File: config.mk
export PLATFORM = sky130hd
export DESIGN_NAME = soc_apb_timer_counter_psc
export DESIGN_NICKNAME = d
export VERILOG_FILES = /design/src/rtl/soc_apb_timer_counter_psc.sv
export SDC_FILE = /design/constraint.sdc
export NUM_CORES = 1
export LEC_CHECK = 0
export BUFFER_PORTS_ARGS = -buffer_cell sky130_fd_sc_hd__buf_2
export CAP_MARGIN = 20
export CORE_ASPECT_RATIO = 0.6
export CORE_MARGIN = 2
export CORE_UTILIZATION = 45
export CTS_CLUSTER_DIAMETER = 150
export DETAILED_ROUTE_END_ITERATION = 10
export GPL_TIMING_DRIVEN = 0
export PLACE_DENSITY = 0.76
export SKIP_CTS_REPAIR_TIMING = 1
export SLEW_MARGIN = 25
export SYNTH_ARGS = -nofsm -noshare
export SYNTH_HDL_FRONTEND = slang
export SYNTH_SLANG_ARGS = --single-unit
File: constraint.sdc
create_clock -name clk_i -period 2.7 [get_ports clk_i]
set_clock_uncertainty 0.1 [all_clocks]
set_input_delay 0.27 -clock clk_i [delete_from_list [all_inputs] [get_ports clk_i]]
set_output_delay 0.27 -clock clk_i [all_outputs]
set_load 0.05 [all_outputs]
File: src/rtl/soc_apb_timer_counter_psc.sv
// Timer counter core for one APB timer channel: programmable prescaler,
// continuous/one-shot modes, registered match, overflow and run-status outputs.
module soc_apb_timer_counter_psc #(
   parameter int WIDTH       = 32,
   parameter int PRESC_WIDTH = 8
) (
   input  logic                   clk_i,
   input  logic                   rst_i,
   input  logic                   reset_count_i,
   input  logic                   enable_count_i,
   input  logic                   mode_i,
   input  logic [PRESC_WIDTH-1:0] prescaler_i,
   input  logic [WIDTH-1:0]       compare_value_i,
   output logic [WIDTH-1:0]       counter_value_o,
   output logic                   target_reached_o,
   output logic                   overflow_o,
   output logic                   running_o
);

   typedef enum logic [1:0] {
      ST_IDLE = 2'b00,
      ST_RUN  = 2'b01,
      ST_DONE = 2'b10
   } state_t;

   localparam logic [WIDTH-1:0]       CNT_ZERO = '0;
   localparam logic [WIDTH-1:0]       CNT_ONE  = WIDTH'(1'b1);
   localparam logic [WIDTH-1:0]       CNT_MAX  = {WIDTH{1'b1}};
   localparam logic [PRESC_WIDTH-1:0] PSC_ZERO = '0;
   localparam logic [PRESC_WIDTH-1:0] PSC_ONE  = PRESC_WIDTH'(1'b1);

   state_t                   state_r;
   state_t                   state_next_s;
   logic [PRESC_WIDTH-1:0]   psc_cnt_r;
   logic [PRESC_WIDTH-1:0]   psc_next_s;
   logic [WIDTH-1:0]         count_r;
   logic [WIDTH-1:0]         count_next_s;
   logic                     target_r;
   logic                     target_next_s;
   logic                     overflow_r;
   logic                     overflow_next_s;
   logic                     running_r;
   logic                     tick_s;

   // >= rather than == keeps the next tick close when prescaler_i is lowered mid-count
   assign tick_s = (psc_cnt_r >= prescaler_i);

   // Next-state, prescaler and counter update; reset_count_i overrides everything
   always_comb begin
      state_next_s    = state_r;
      psc_next_s      = psc_cnt_r;
      count_next_s    = count_r;
      target_next_s   = 1'b0;
      overflow_next_s = 1'b0;
      if (reset_count_i) begin
         state_next_s = ST_IDLE;
         psc_next_s   = PSC_ZERO;
         count_next_s = CNT_ZERO;
      end else begin
         case (state_r)
            ST_IDLE: begin
               if (enable_count_i) begin
                  state_next_s = ST_RUN;
               end else begin
                  state_next_s = ST_IDLE;
               end
            end
            ST_RUN: begin
               if (!enable_count_i) begin
                  state_next_s = ST_IDLE;
               end else if (tick_s) begin
                  psc_next_s = PSC_ZERO;
                  if (count_r == compare_value_i) begin
                     count_next_s  = CNT_ZERO;
                     target_next_s = 1'b1;
                     if (mode_i) begin
                        state_next_s = ST_DONE;
                     end else begin
                        state_next_s = ST_RUN;
                     end
                  end else if (count_r == CNT_MAX) begin
                     count_next_s    = CNT_ZERO;
                     overflow_next_s = 1'b1;
                  end else begin
                     count_next_s = count_r + CNT_ONE;
                  end
               end else begin
                  psc_next_s = psc_cnt_r + PSC_ONE;
               end
            end
            ST_DONE: begin
               state_next_s = ST_DONE;
            end
            default: begin
               state_next_s = ST_IDLE;
               psc_next_s   = PSC_ZERO;
               count_next_s = CNT_ZERO;
            end
         endcase
      end
   end

   // State, counters and registered outputs
   always_ff @(posedge clk_i or posedge rst_i) begin
      if (rst_i) begin
         state_r    <= ST_IDLE;
         psc_cnt_r  <= PSC_ZERO;
         count_r    <= CNT_ZERO;
         target_r   <= 1'b0;
         overflow_r <= 1'b0;
         running_r  <= 1'b0;
      end else begin
         state_r    <= state_next_s;
         psc_cnt_r  <= psc_next_s;
         count_r    <= count_next_s;
         target_r   <= target_next_s;
         overflow_r <= overflow_next_s;
         running_r  <= (state_next_s == ST_RUN);
      end
   end

   assign counter_value_o  = count_r;
   assign target_reached_o = target_r;
   assign overflow_o       = overflow_r;
   assign running_o        = running_r;

endmodule

# Word level (Yosys, flattened, before mapping)
# Cells that the tools add are included.
# classes
add_sub_neg,2
multipliers,0
div,0
n_lt_le_gt_ge,1
n_eq_ne,8
shift,0
n_mux,28
bitwise,0
reduce_logical,4
# op_table
op,n
two-way mux 32 bit,5
case mux 32 bit (2 select lines),1
"adder 32 x 1 -> 32 bit, second input constant",1
== test 32 bit,1
"== test 32 bit, second input constant",1
two-way mux 8 bit,3
case mux 8 bit (2 select lines),1
two-way mux 1 bit,12
two-way mux 2 bit,5
"adder 8 x 1 -> 8 bit, second input constant",1
greater-or-equal comparator 8 bit,1
"inequality test 3 bit, second input constant",2
case mux 2 bit (3 select lines),1
"== test 2 x 1 -> 1 bit, second input constant",2
AND reduction 3 bit,1
"== test 2 bit, second input constant",1
logical NOT 2 bit,1
"inequality test 2 x 1 -> 1 bit, second input constant",1
AND reduction 2 bit,1
OR reduction 2 bit,1
# word_totals
reg_bits,45
latch_bits,0
ramBits,0
romBits,0
in_bits,45
out_inout_bits,35
elab_cells,49
mem_count,0

# Depth between registers and ports, before layout
# Gate-level depths: netlist (run 1).
# depth
ltp_word,7
ltp_mapped,10
ltp_nobuf,8

# Least setup slack after synthesis (run 1)
# No wires, ideal clock.
# synth_path
path_kind,reg2reg
start,reg count_r[0] (netlist: counter_value_o[0])
end,reg count_r[27] (netlist: counter_value_o[27])
setup_ns,0.150
t_arrival_ns,2.409
required_time_ns,2.450
path_slack_ns,0.042
path_stages_with_launch,10
n_path_buf,2
period_less_slack_ns,2.658
path_cell_list,dfrtp_1 ha_1 nand4_2 nor2_1 and3_1 or3b_1 buf_6 buf_6 a32oi_1 o41ai_1
# synth_via
elab_chain_len,7
elab_cells_between_ends,9
cone_classes,add/sub (1); eq/ne (2); mux (6)
# synth_rtl
item,line,rtl
start: declaration,36,logic [WIDTH-1:0] count_r;
start signal: assignment,115,count_r <= count_next_s;
adder 32 x 1 -> 32 bit or == test 32 bit (tied branches),"85, 81",
two-way mux 32 bit,81,end else if (count_r == CNT_MAX) begin
two-way mux 32 bit *,73,if (count_r == compare_value_i) begin
two-way mux 32 bit *,71,end else if (tick_s) begin
two-way mux 32 bit *,69,if (!enable_count_i) begin
case mux 32 bit (2 select lines) *,60,case (state_r)
two-way mux 32 bit *,55,if (reset_count_i) begin
# Every way passes the cells marked *; elsewhere a longest branch is shown, timed or not. The select of a mux whose other input is x is not followed.
# A chain may end at the register's enable or synchronous reset.

# Final worst setup path (run 1)
# layout_path
start,reg count_r[0] (netlist: counter_value_o[0])
end,reg count_r[23] (netlist: counter_value_o[23])
# Same word-level chain as after synthesis.

==> results of run 1 <==
[synthesized netlist by cell type (6+ instances only)]
cell,n,area (um^2)
a21oi_1,8,40.0
dfrtp_1,45,1130
inv_1,29,109
nor3_1,7,35.0
nor2_1,21,78.8
clkbuf_1,9,33.8
nand3_1,19,95.1
o21ai_1,14,70.1
buf_2,9,45.0
nand2_1,25,93.8
nand4_1,33,206
o22ai_1,6,37.5
mux2i_1,8,80.1
xnor2_1,32,280
o21ai_0,6,30.0
nand2b_1,6,37.5
a31oi_1,24,150
ha_1,10,125
[stage by stage]
stage,setup WS [ns],hold WS (ns),setup TNS (ns)
after detailed placement,-0.0827,0.174,-0.480
after global placement,-0.0554,0.421,-0.310
final,0.126,0.125,0
after CTS,-0.121,-0.132,-1.25
after global routing,0.00763,0.152,0
after floorplan,0.0418,0.233,0
[metal layers]
| metal | track usage [%] | vias up |
|---|---|---|
| met1 | 40.4 | 1584 |
| li1 | - | 1599 |
| met3 | 4.51 | 13 |
| met5 | 0 | - |
| met2 | 36.6 | 222 |
| met4 | 5.76 | 0 |
[final timing paths]
| path | cells past startpoint | from | to |
|---|---|---|---|
| setup / recovery | 9 | counter_value_o[0] | counter_value_o[23] |
| hold / removal | 2 | reset_count_i | psc_cnt_r[0] |
| setup reg to reg | 9 | counter_value_o[0] | counter_value_o[23] |
| hold reg to reg | 2 | psc_cnt_r[7] | psc_cnt_r[7] |
| max in group asynchronous | 4 | rst_i | psc_cnt_r[0] |
| min in group asynchronous | 3 | rst_i | overflow_o |
[registers in the layout, indices dropped and copies added (netlist names)]
signal            cells
state_r               2
target_reached_o      1
counter_value_o      32
running_o             1
psc_cnt_r             8
overflow_o            1
[kinds of logic after synthesis]
kind of cell / after synthesis
fa+ha+maj: 10
buf+inv: 54
xor+xnor: 35
compound gates: 80
simple gates: 154
mux: 8
flops: 45
[power by group through the flow]
stage	clock (W)	combinational, W	sequential [W]
2_1_floorplan	0	0.000104	0.000702
3_3_place_gp	0	0.000181	0.000696
3_5_place_dp	0	0.000189	0.000696
4_1_cts	0.000804	0.000189	0.000684
5_1_grt	0.000829	0.000219	0.000685
6_report	0.000798	0.000200	0.000685
[final cells by class]
type	instances	area, um^2
Inverter	30	113
Clock buffer	5	125
Buffer	24	144
Multi-Input combinational cell	287	1980
Fill cell	655	3100
Clock inverter	3	65.1
Sequential cell	45	1130
Tap cell	91	114
Timing Repair Buffer	82	433
==> out/results.ini, run 1 <==
[power_and_ir_drop]
switching_share_pct = 23.5
pwr-share-clk_pct = 47.4
totalPowerFinal_w = 0.00168
p_int_w = 0.00129
p_comb_share_pct = 11.9
p_leak_nw = 1.84
ir_drop_mv = 0.273
p_per_area_nw_per_um2 = 410
p_seq_share_pct = 40.7
switching_power_w = 0.000396

[detailed_routing]
wl_per_cell_um = 18.2
wl_met3_mm = 1.24
num_vias = 3418
drt-met1-wl_mm = 4.56
viasPerCell = 6.03
dr.max_layer_used = met4
postRouteAntennaNets = 0
drt-initial-drc-count = 308
routed-wl-met2_mm = 4.38
drcViolationCount = 1
totalWireLength_mm = 10.3
firstDrtPassIters = 10

[floorplanning]
fp.coreArea_um2 = 7210
rows = 24
die_h_um = 70.4
start_util_pct = 45.9
die_area_um2 = 8080
die_w_um = 115
io_pins = 80

[cells_and_area]
layout_commonest_cell = buf_2
insertedDiodeCount = 0
final_nets = 530
area_growth_pct = 24.0
layout.cells.non_filler = 567
layout_common_cells = buf_2, dfrtp_1, nand4_1
final_cell_area_um2 = 4110
fin_util_pct = 57.0
drive_gt1_share_pct = 28.4

[synthesis]
synth-main-ff-cell = dfrtp_1
synth_edf_count = 0
async_reset_ff_share_pct = 100
syn_nets = 441
synth-seq-cells = 45
synthSimpleGateAreaFrac_pct = 27.6
ys_types = 55
syn_inst = 386
synth-xor-area-share_pct = 9.26
synthMuxAreaShare_pct = 2.42
synth_compound_area_share_pct = 15.3
yosysWarningCount = 0
syn_avg_cell_area_um2 = 8.58
synth_fa_ha_area_share_pct = 3.78
synth_top_family_by_area = simple AND/OR/NAND/NOR gates
synth_seq_area_share_pct = 34.0
netlist_area_um2 = 3310

[clock_network]
cts-buffers-inserted = 5
cts_root_buf = clkbuf_16
clockBufferDepth = 2
htree_num_levels = 2
cts_sinks = 45
clock_latency_ns = 0.29
cts.clk_slew.worst_paths_ns = 0.07
cts_tree = done

[setup_path]
arrival_ns = 2.63
slowest_stage = dfrtp_2
end_kind = flop
regToRegSetupSlack_ns = 0.13
worstSetupPathType = flop to flop
crit_path_frequent_cell = buf_6
cp-start-kind = flop
max_stage_delay_ns = 0.45
worstPathRequired_ns = 2.75
cp_num_buf_inv = 2
cp_top_family = simple AND/OR/NAND/NOR gates
crit_fanout = 10
crit_chain = ha_2 > nand4_4 > nor2_1 > and3_1 > or3b_1 > buf_6 > buf_6 > a41oi_1 > a31oi_2

[worst_hold_path]
hold_path.class = input pin to flop

[global_routing]
antenna_found_initial = 0
overflow = 0
grt_pass1_wl_mm = 16.1
grt_pass1_vias = 3059
grt_max_degree = 30
track_usage_pct = 25.8

[placement]
hpwlAfterDp_mm = 7.72
place_area_um2 = 3840
dp.cells = 557
numPortBuffers = 79
gp_congestion = 0.963

[sta]
fin_crit_ns = 2.57
max_freq_mhz = 389
fin_crit_sh_pct = 95.3
slew_headroom_pct = 62.1
tightest_slew_ns = 0.568
rsz0062_at_grt = no
finalSetupViolations = 0
hold_violations = 0
drv_slew = 0

[status]
status = complete, but fails checks
violations = DRC

[job]
maxCapViolations = 0

No activity file was read; power rests on OpenSTA's default activity.
==> run 2: changes to the inputs <==
--- a/config.mk
+++ b/config.mk
@@ -5,15 +5,15 @@
 export SDC_FILE = /design/constraint.sdc
 export NUM_CORES = 1
 export LEC_CHECK = 0
-export BUFFER_PORTS_ARGS = -buffer_cell sky130_fd_sc_hd__buf_2
+export BUFFER_PORTS_ARGS = -buffer_cell sky130_fd_sc_hd__buf_4
 export CAP_MARGIN = 20
 export CORE_ASPECT_RATIO = 0.6
 export CORE_MARGIN = 2
-export CORE_UTILIZATION = 45
+export CORE_UTILIZATION = 54
 export CTS_CLUSTER_DIAMETER = 150
 export DETAILED_ROUTE_END_ITERATION = 10
 export GPL_TIMING_DRIVEN = 0
-export PLACE_DENSITY = 0.76
+export PLACE_DENSITY = 0.87
 export SKIP_CTS_REPAIR_TIMING = 1
 export SLEW_MARGIN = 25
 export SYNTH_ARGS = -nofsm -noshare
==> run 2 against run 1 <==
Effect of this change: the flow now finishes without violations; clock power shrank 32%; hold slack lost 0.058 ns; critical endpoint is now counter_value_o[6]; largest cell class unchanged; cell count shrank 1.1%; non-clock buffer count grew 1; core utilization grew 13 points.
==> out/results.ini, run 2 (same netlist as run 1, synthesis figures left out) <==
[floorplanning]
fp.coreArea_um2 = 6030  ; was 7210 um^2
die_area_um2 = 6790  ; was 8080 um^2
die_w_um = 105  ; was 115 um
rows = 22  ; was 24
die_h_um = 64.7  ; was 70.4 um
io_pins = 80  ; unchanged
start_util_pct = 54.9  ; was 45.9%

[worst_hold_path]
hold_path.class = input pin to flop  ; unchanged

[detailed_routing]
drt-initial-drc-count = 398  ; was 308
postRouteAntennaNets = 0  ; unchanged
firstDrtPassIters = 5  ; was 10
num_vias = 3485  ; was 3418
viasPerCell = 6.21  ; was 6.03
drcViolationCount = 0  ; was 1
wl_per_cell_um = 18.8  ; was 18.2 um
totalWireLength_mm = 10.5  ; was 10.3 mm

[placement]
numPortBuffers = 79  ; unchanged
hpwlAfterDp_mm = 7.99  ; was 7.72 mm
gp_congestion = 0.969  ; was 0.963

[sta]
hold_violations = 0  ; unchanged
slew_headroom_pct = 60.5  ; was 62.1%
max_freq_mhz = 387  ; was 389 MHz
drv_slew = 0  ; unchanged
tightest_slew_ns = 0.593  ; was 0.568 ns
tns_ns = 0  ; unchanged
finalSetupViolations = 0  ; unchanged
fin_crit_sh_pct = 95.8  ; was 95.3%
rsz0062_at_grt = no  ; unchanged
fin_crit_ns = 2.59  ; was 2.57 ns

[cells_and_area]
layout_commonest_cell = buf_4  ; was buf_2
seq_area_um2 = 1130  ; unchanged
layout_common_cells = buf_4, dfrtp_1, nand4_1  ; was buf_2, dfrtp_1, nand4_1
multi_input_area_um2 = 1980  ; about the same
drive_gt1_share_pct = 28.1  ; was 28.4%
largest_reg_flops = 32  ; unchanged
final_nets = 531  ; was 530
fillers = 472  ; was 655
insertedDiodeCount = 0  ; unchanged
area_growth_pct = 27.6  ; was 24.0%

[power_and_ir_drop]
p_per_area_nw_per_um2 = 343  ; was 410 nW/um^2
totalPowerFinal_w = 0.00145  ; was 0.00168 W
p_int_w = 0.00108  ; was 0.00129 W
p_comb_share_pct = 15.3  ; was 11.9%
ir_drop_mv = 0.208  ; was 0.273 mV
switching_power_w = 0.000369  ; was 0.000396 W
p_leak_nw = 1.84  ; about the same
p_seq_share_pct = 47.2  ; was 40.7%
pwr-share-clk_pct = 37.4  ; was 47.4%
switching_share_pct = 25.5  ; was 23.5%

[clock_network]
clock_latency_ns = 0.31  ; was 0.29 ns
cts.clk_slew.worst_paths_ns = 0.09  ; was 0.07 ns
cts_sinks = 45  ; unchanged
htree_num_levels = 2  ; unchanged
cts-buffers-inserted = 5  ; unchanged
cts_tree = done  ; unchanged
cts_root_buf = clkbuf_8  ; was clkbuf_16
clockBufferDepth = 2  ; unchanged

[setup_path]
end_kind = flop  ; unchanged
cp-start-kind = flop  ; unchanged
arrival_ns = 2.67  ; was 2.63 ns
worstSetupPathType = flop to flop  ; unchanged
crit_fanout = 10  ; unchanged
cp_top_family = simple AND/OR/NAND/NOR gates  ; unchanged
crit_chain = and4_1 > nor4b_4 > and3_1 > or3b_1 > buf_6 > buf_6 > a31oi_1 > o22ai_1  ; was ha_2 > nand4_4 > nor2_1 > and3_1 > or3b_1 > buf_6 > buf_6 > a41oi_1 > a31oi_2
worstPathRequired_ns = 2.78  ; was 2.75 ns
crit_path_frequent_cell = buf_6  ; unchanged
max_stage_delay_ns = 0.47  ; was 0.45 ns
slowest_stage = dfrtp_1  ; was dfrtp_2
cp_num_buf_inv = 2  ; unchanged

[global_routing]
grt_pass1_vias = 3192  ; was 3059
track_usage_pct = 31.9  ; was 25.8%
grt_max_degree = 27  ; was 30
antenna_found_initial = 0  ; unchanged
grt.busiest_layer = met2  ; was met1
grt_use_met2_pct = 46.1  ; was 36.6%
grt_use_met1_pct = 45.9  ; was 40.4%
grt_pass1_wl_mm = 16.7  ; was 16.1 mm
overflow = 0  ; unchanged
use_met3_pct = 9.36  ; was 4.51%

[job]
maxCapViolations = 0  ; unchanged

[status]
status = completed  ; was complete, but fails checks

run 2: cell types whose count changed in the layout (fill, tap and decap cells not counted), moves of 2 or more:
cell | before | now
buf_4 | 1 | 81
buf_2 | 88 | 10
clkbuf_8 | 0 | 6
clkbuf_16 | 5 | 0
clkbuf_2 | 4 | 2
run 2: cell type report:
class	count	area share, %
Multi-Input combinational cell	287	46.8
Sequential cell	45	26.7
Timing Repair Buffer	83	15.1
Buffer	24	3.46
Inverter	30	2.67
Tap cell	84	2.49
Clock buffer	7	2.04
Clock inverter	1	0.711
run 2: metal layers:
layer / wire (um) / part of all wire, %
met1: 4480 / 42
met2: 4440 / 42
met3: 1380 / 13
met4: 248 / 2.4
met5: 0 / 0
run 2: metrics by stage:
stage | utilization, % | setup slack, ns | cells | area [um^2] | hold WS, ns
floorplan | - | 0.0418 | 386 | 3310 | 0.233
global placement | 66.5 | -0.0917 | 549 | 4010 | 0.384
detailed placement | 66.8 | -0.128 | 550 | 4030 | 0.209
CTS | 68.8 | -0.169 | 558 | 4150 | -0.120
global route | 70.1 | 0.00820 | 561 | 4230 | 0.0680
finish | 70.1 | 0.114 | 561 | 4230 | 0.0672
run 2: power by group through the flow:
stage                     combinational [W]  sequential [W]  clock [W]
final                              0.000222        0.000684   0.000542
after CTS                          0.000210        0.000683   0.000540
after detailed placement           0.000209        0.000697          0
after global routing               0.000241        0.000684   0.000571
after global placement             0.000199        0.000696          0
after floorplan                    0.000104        0.000702          0
run 2: final timing paths:
check / to / slack [ns] / cells after the start / startpoint
max in group asynchronous: psc_cnt_r[0] / 1.56 / 4 / rst_i
setup / recovery: counter_value_o[6] / 0.11 / 8 / counter_value_o[17]
setup reg to reg: counter_value_o[6] / 0.11 / 8 / counter_value_o[17]
min in group asynchronous: psc_cnt_r[7] / 0.43 / 3 / rst_i
hold / removal: psc_cnt_r[0] / 0.07 / 2 / reset_count_i
hold reg to reg: psc_cnt_r[7] / 0.46 / 2 / psc_cnt_r[7]
==> run 3: changes to the inputs <==
--- a/config.mk
+++ b/config.mk
@@ -7,13 +7,15 @@
 export LEC_CHECK = 0
 export BUFFER_PORTS_ARGS = -buffer_cell sky130_fd_sc_hd__buf_4
 export CAP_MARGIN = 20
+export CELL_PAD_IN_SITES_DETAIL_PLACEMENT = 0
+export CELL_PAD_IN_SITES_GLOBAL_PLACEMENT = 1
 export CORE_ASPECT_RATIO = 0.6
 export CORE_MARGIN = 2
-export CORE_UTILIZATION = 54
+export CORE_UTILIZATION = 40
 export CTS_CLUSTER_DIAMETER = 150
 export DETAILED_ROUTE_END_ITERATION = 10
 export GPL_TIMING_DRIVEN = 0
-export PLACE_DENSITY = 0.87
+export PLACE_DENSITY = 0.88
 export SKIP_CTS_REPAIR_TIMING = 1
 export SLEW_MARGIN = 25
 export SYNTH_ARGS = -nofsm -noshare
==> run 3 against run 2 <==
Effect of this change: hold slack better by 0.021 ns; sequential cell count stayed put; wire length is 2.5% higher; first-iteration DRC count is 24% lower; critical path type unchanged; critical endpoint is now counter_value_o[23]; largest power group is now clock; highest routed layer unchanged.
==> out/results.ini, run 3 (same netlist as run 1, synthesis figures left out) <==
[cells_and_area]
drive_gt1_share_pct = 28.6  ; was 28.1%
layout_common_cells = buf_4, dfrtp_1, nand4_1  ; unchanged
layout_commonest_cell = buf_4  ; unchanged
final_nets = 530  ; was 531
area_growth_pct = 30.7  ; was 27.6%
insertedDiodeCount = 0  ; unchanged
largest_reg_flops = 32  ; unchanged
layout.cells.non_filler = 584  ; was 561

[placement]
dp.cells = 574  ; was 550
dp_slack_ns = -0.169  ; was -0.128 ns
numPortBuffers = 79  ; unchanged
hpwlAfterDp_mm = 8.20  ; was 7.99 mm
gp_congestion = 0.932  ; was 0.969

[sta]
max_freq_mhz = 383  ; was 387 MHz
drv_slew = 0  ; unchanged
hold_violations = 0  ; unchanged
timing.hold.ws_ns = 0.0879  ; was 0.0672 ns
finalWorstSetupSlack_ns = 0.0867  ; was 0.114 ns
fin_crit_ns = 2.61  ; was 2.59 ns
tightest_slew_ns = 0.622  ; was 0.593 ns
fin_crit_sh_pct = 96.8  ; was 95.8%
slew_headroom_pct = 58.6  ; was 60.5%
finalSetupViolations = 0  ; unchanged
tns_ns = 0  ; unchanged

[power_and_ir_drop]
p_per_area_nw_per_um2 = 378  ; was 343 nW/um^2
totalPowerFinal_w = 0.00164  ; was 0.00145 W
switching_share_pct = 24.2  ; was 25.5%
p_int_w = 0.00124  ; was 0.00108 W
pwr-share-clk_pct = 44.6  ; was 37.4%
p_seq_share_pct = 41.9  ; was 47.2%
p_leak_nw = 1.89  ; was 1.84 nW
ir_drop_mv = 0.206  ; was 0.208 mV
switching_power_w = 0.000396  ; was 0.000369 W
p_comb_share_pct = 13.5  ; was 15.3%

[floorplanning]
io_pins = 80  ; unchanged
die_area_um2 = 9040  ; was 6790 um^2
die_h_um = 74.5  ; was 64.7 um
start_util_pct = 41.7  ; was 54.9%
fp.coreArea_um2 = 7950  ; was 6030 um^2
die_w_um = 121  ; was 105 um
rows = 25  ; was 22

[clock_network]
cts_tree = done  ; unchanged
cts-buffers-inserted = 5  ; unchanged
cts_root_buf = clkbuf_16  ; was clkbuf_8
htree_num_levels = 2  ; unchanged
cts.clk_slew.worst_paths_ns = 0.06  ; was 0.09 ns
cts_sinks = 45  ; unchanged
clock_latency_ns = 0.29  ; was 0.31 ns
clockBufferDepth = 2  ; unchanged

[global_routing]
overflow = 0  ; unchanged
grt_max_degree = 25  ; was 27
track_usage_pct = 24.7  ; was 31.9%
grt_pass1_wl_mm = 16.9  ; was 16.7 mm
antenna_found_initial = 0  ; unchanged
grt_pass1_vias = 3070  ; was 3192

[setup_path]
worstReg2RegEnd = counter_value_o[23]  ; was counter_value_o[6]
cp-endpoint = counter_value_o[23]  ; was counter_value_o[6]
crit_fanout = 10  ; unchanged
worstSetupPathType = flop to flop  ; unchanged
startpoint = counter_value_o[0]  ; was counter_value_o[17]
regToRegSetupSlack_ns = 0.09  ; was 0.11 ns
worstPathRequired_ns = 2.76  ; was 2.78 ns
r2r-start = counter_value_o[0]  ; was counter_value_o[17]
cp-start-kind = flop  ; unchanged
reg2reg_depth = 9  ; was 8
end_kind = flop  ; unchanged
arrival_ns = 2.67  ; about the same

[detailed_routing]
num_vias = 3436  ; was 3485
wl_per_cell_um = 18.5  ; was 18.8 um
firstDrtPassIters = 4  ; was 5
drt-initial-drc-count = 301  ; was 398
viasPerCell = 5.88  ; was 6.21
totalWireLength_mm = 10.8  ; was 10.5 mm
postRouteAntennaNets = 0  ; unchanged
drcViolationCount = 0  ; unchanged

[job]
maxCapViolations = 0  ; unchanged

[status]
status = completed  ; unchanged

[worst_hold_path]
hold_path.class = input pin to flop  ; unchanged

-- run 3: cell type report --
| type | count | area [um^2] |
|---|---|---|
| Tap cell | 108 | 135 |
| Multi-Input combinational cell | 287 | 1990 |
| Clock buffer | 7 | 143 |
| Timing Repair Buffer | 82 | 638 |
| Inverter | 30 | 113 |
| Fill cell | 754 | 3620 |
| Clock inverter | 1 | 30.0 |
| Sequential cell | 45 | 1130 |
| Buffer | 24 | 150 |
-- run 3: worst min path at each step --
stage | from | endpoint | slack [ns] | depth (start not counted)
detailed placement | rst_i | counter_value_o[26] | 0.27 | 2
global route | reset_count_i | state_r[1] | 0.1 | 2
global placement | reset_count_i | state_r[1] | 0.38 | 2
CTS | rst_i | psc_cnt_r[2] | -0.05 | 2
finish | reset_count_i | state_r[1] | 0.09 | 2
floorplan | reset_count_i | state_r[1] | 0.23 | 1
-- run 3: through the flow --
| stage | area (um^2) | util (%) |
|---|---|---|
| floorplan | 3310 | - |
| finish | 4330 | 54.5 |
| global route | 4330 | 54.5 |
| global placement | 4040 | 50.8 |
| CTS | 4240 | 53.4 |
| detailed placement | 4070 | 51.2 |
-- run 3: critical path, stage by stage (launching register included) --
cell and delay, ns:
dfrtp_2 0.47, ha_2 0.27, nand4_4 0.19, nor2_2 0.22
and3_1 0.26, or3b_1 0.38, buf_6 0.15, buf_6 0.15
a41oi_1 0.21, a31oi_1 0.08
-- run 3: power by group through the flow --
stage / logic (W) / registers (W) / clock network (W)
2_1_floorplan: 0.000104 / 0.000702 / 0
3_3_place_gp: 0.000203 / 0.000697 / 0
3_5_place_dp: 0.000212 / 0.000697 / 0
4_1_cts: 0.000213 / 0.000684 / 0.000744
5_1_grt: 0.000241 / 0.000685 / 0.000772
6_report: 0.000221 / 0.000686 / 0.000730
-- run 3: per-layer routing --
metal  part of all wire, %  routed length, um  GRT usage [%]  vias up
met1                    48               5220           39.2     1643
met2                    40               4380           33.0      178
li1                      -                  -              -     1605
met5                     0                  0              0        -
met3                    10               1120           6.21       10
met4                  0.83                 90           5.36        0
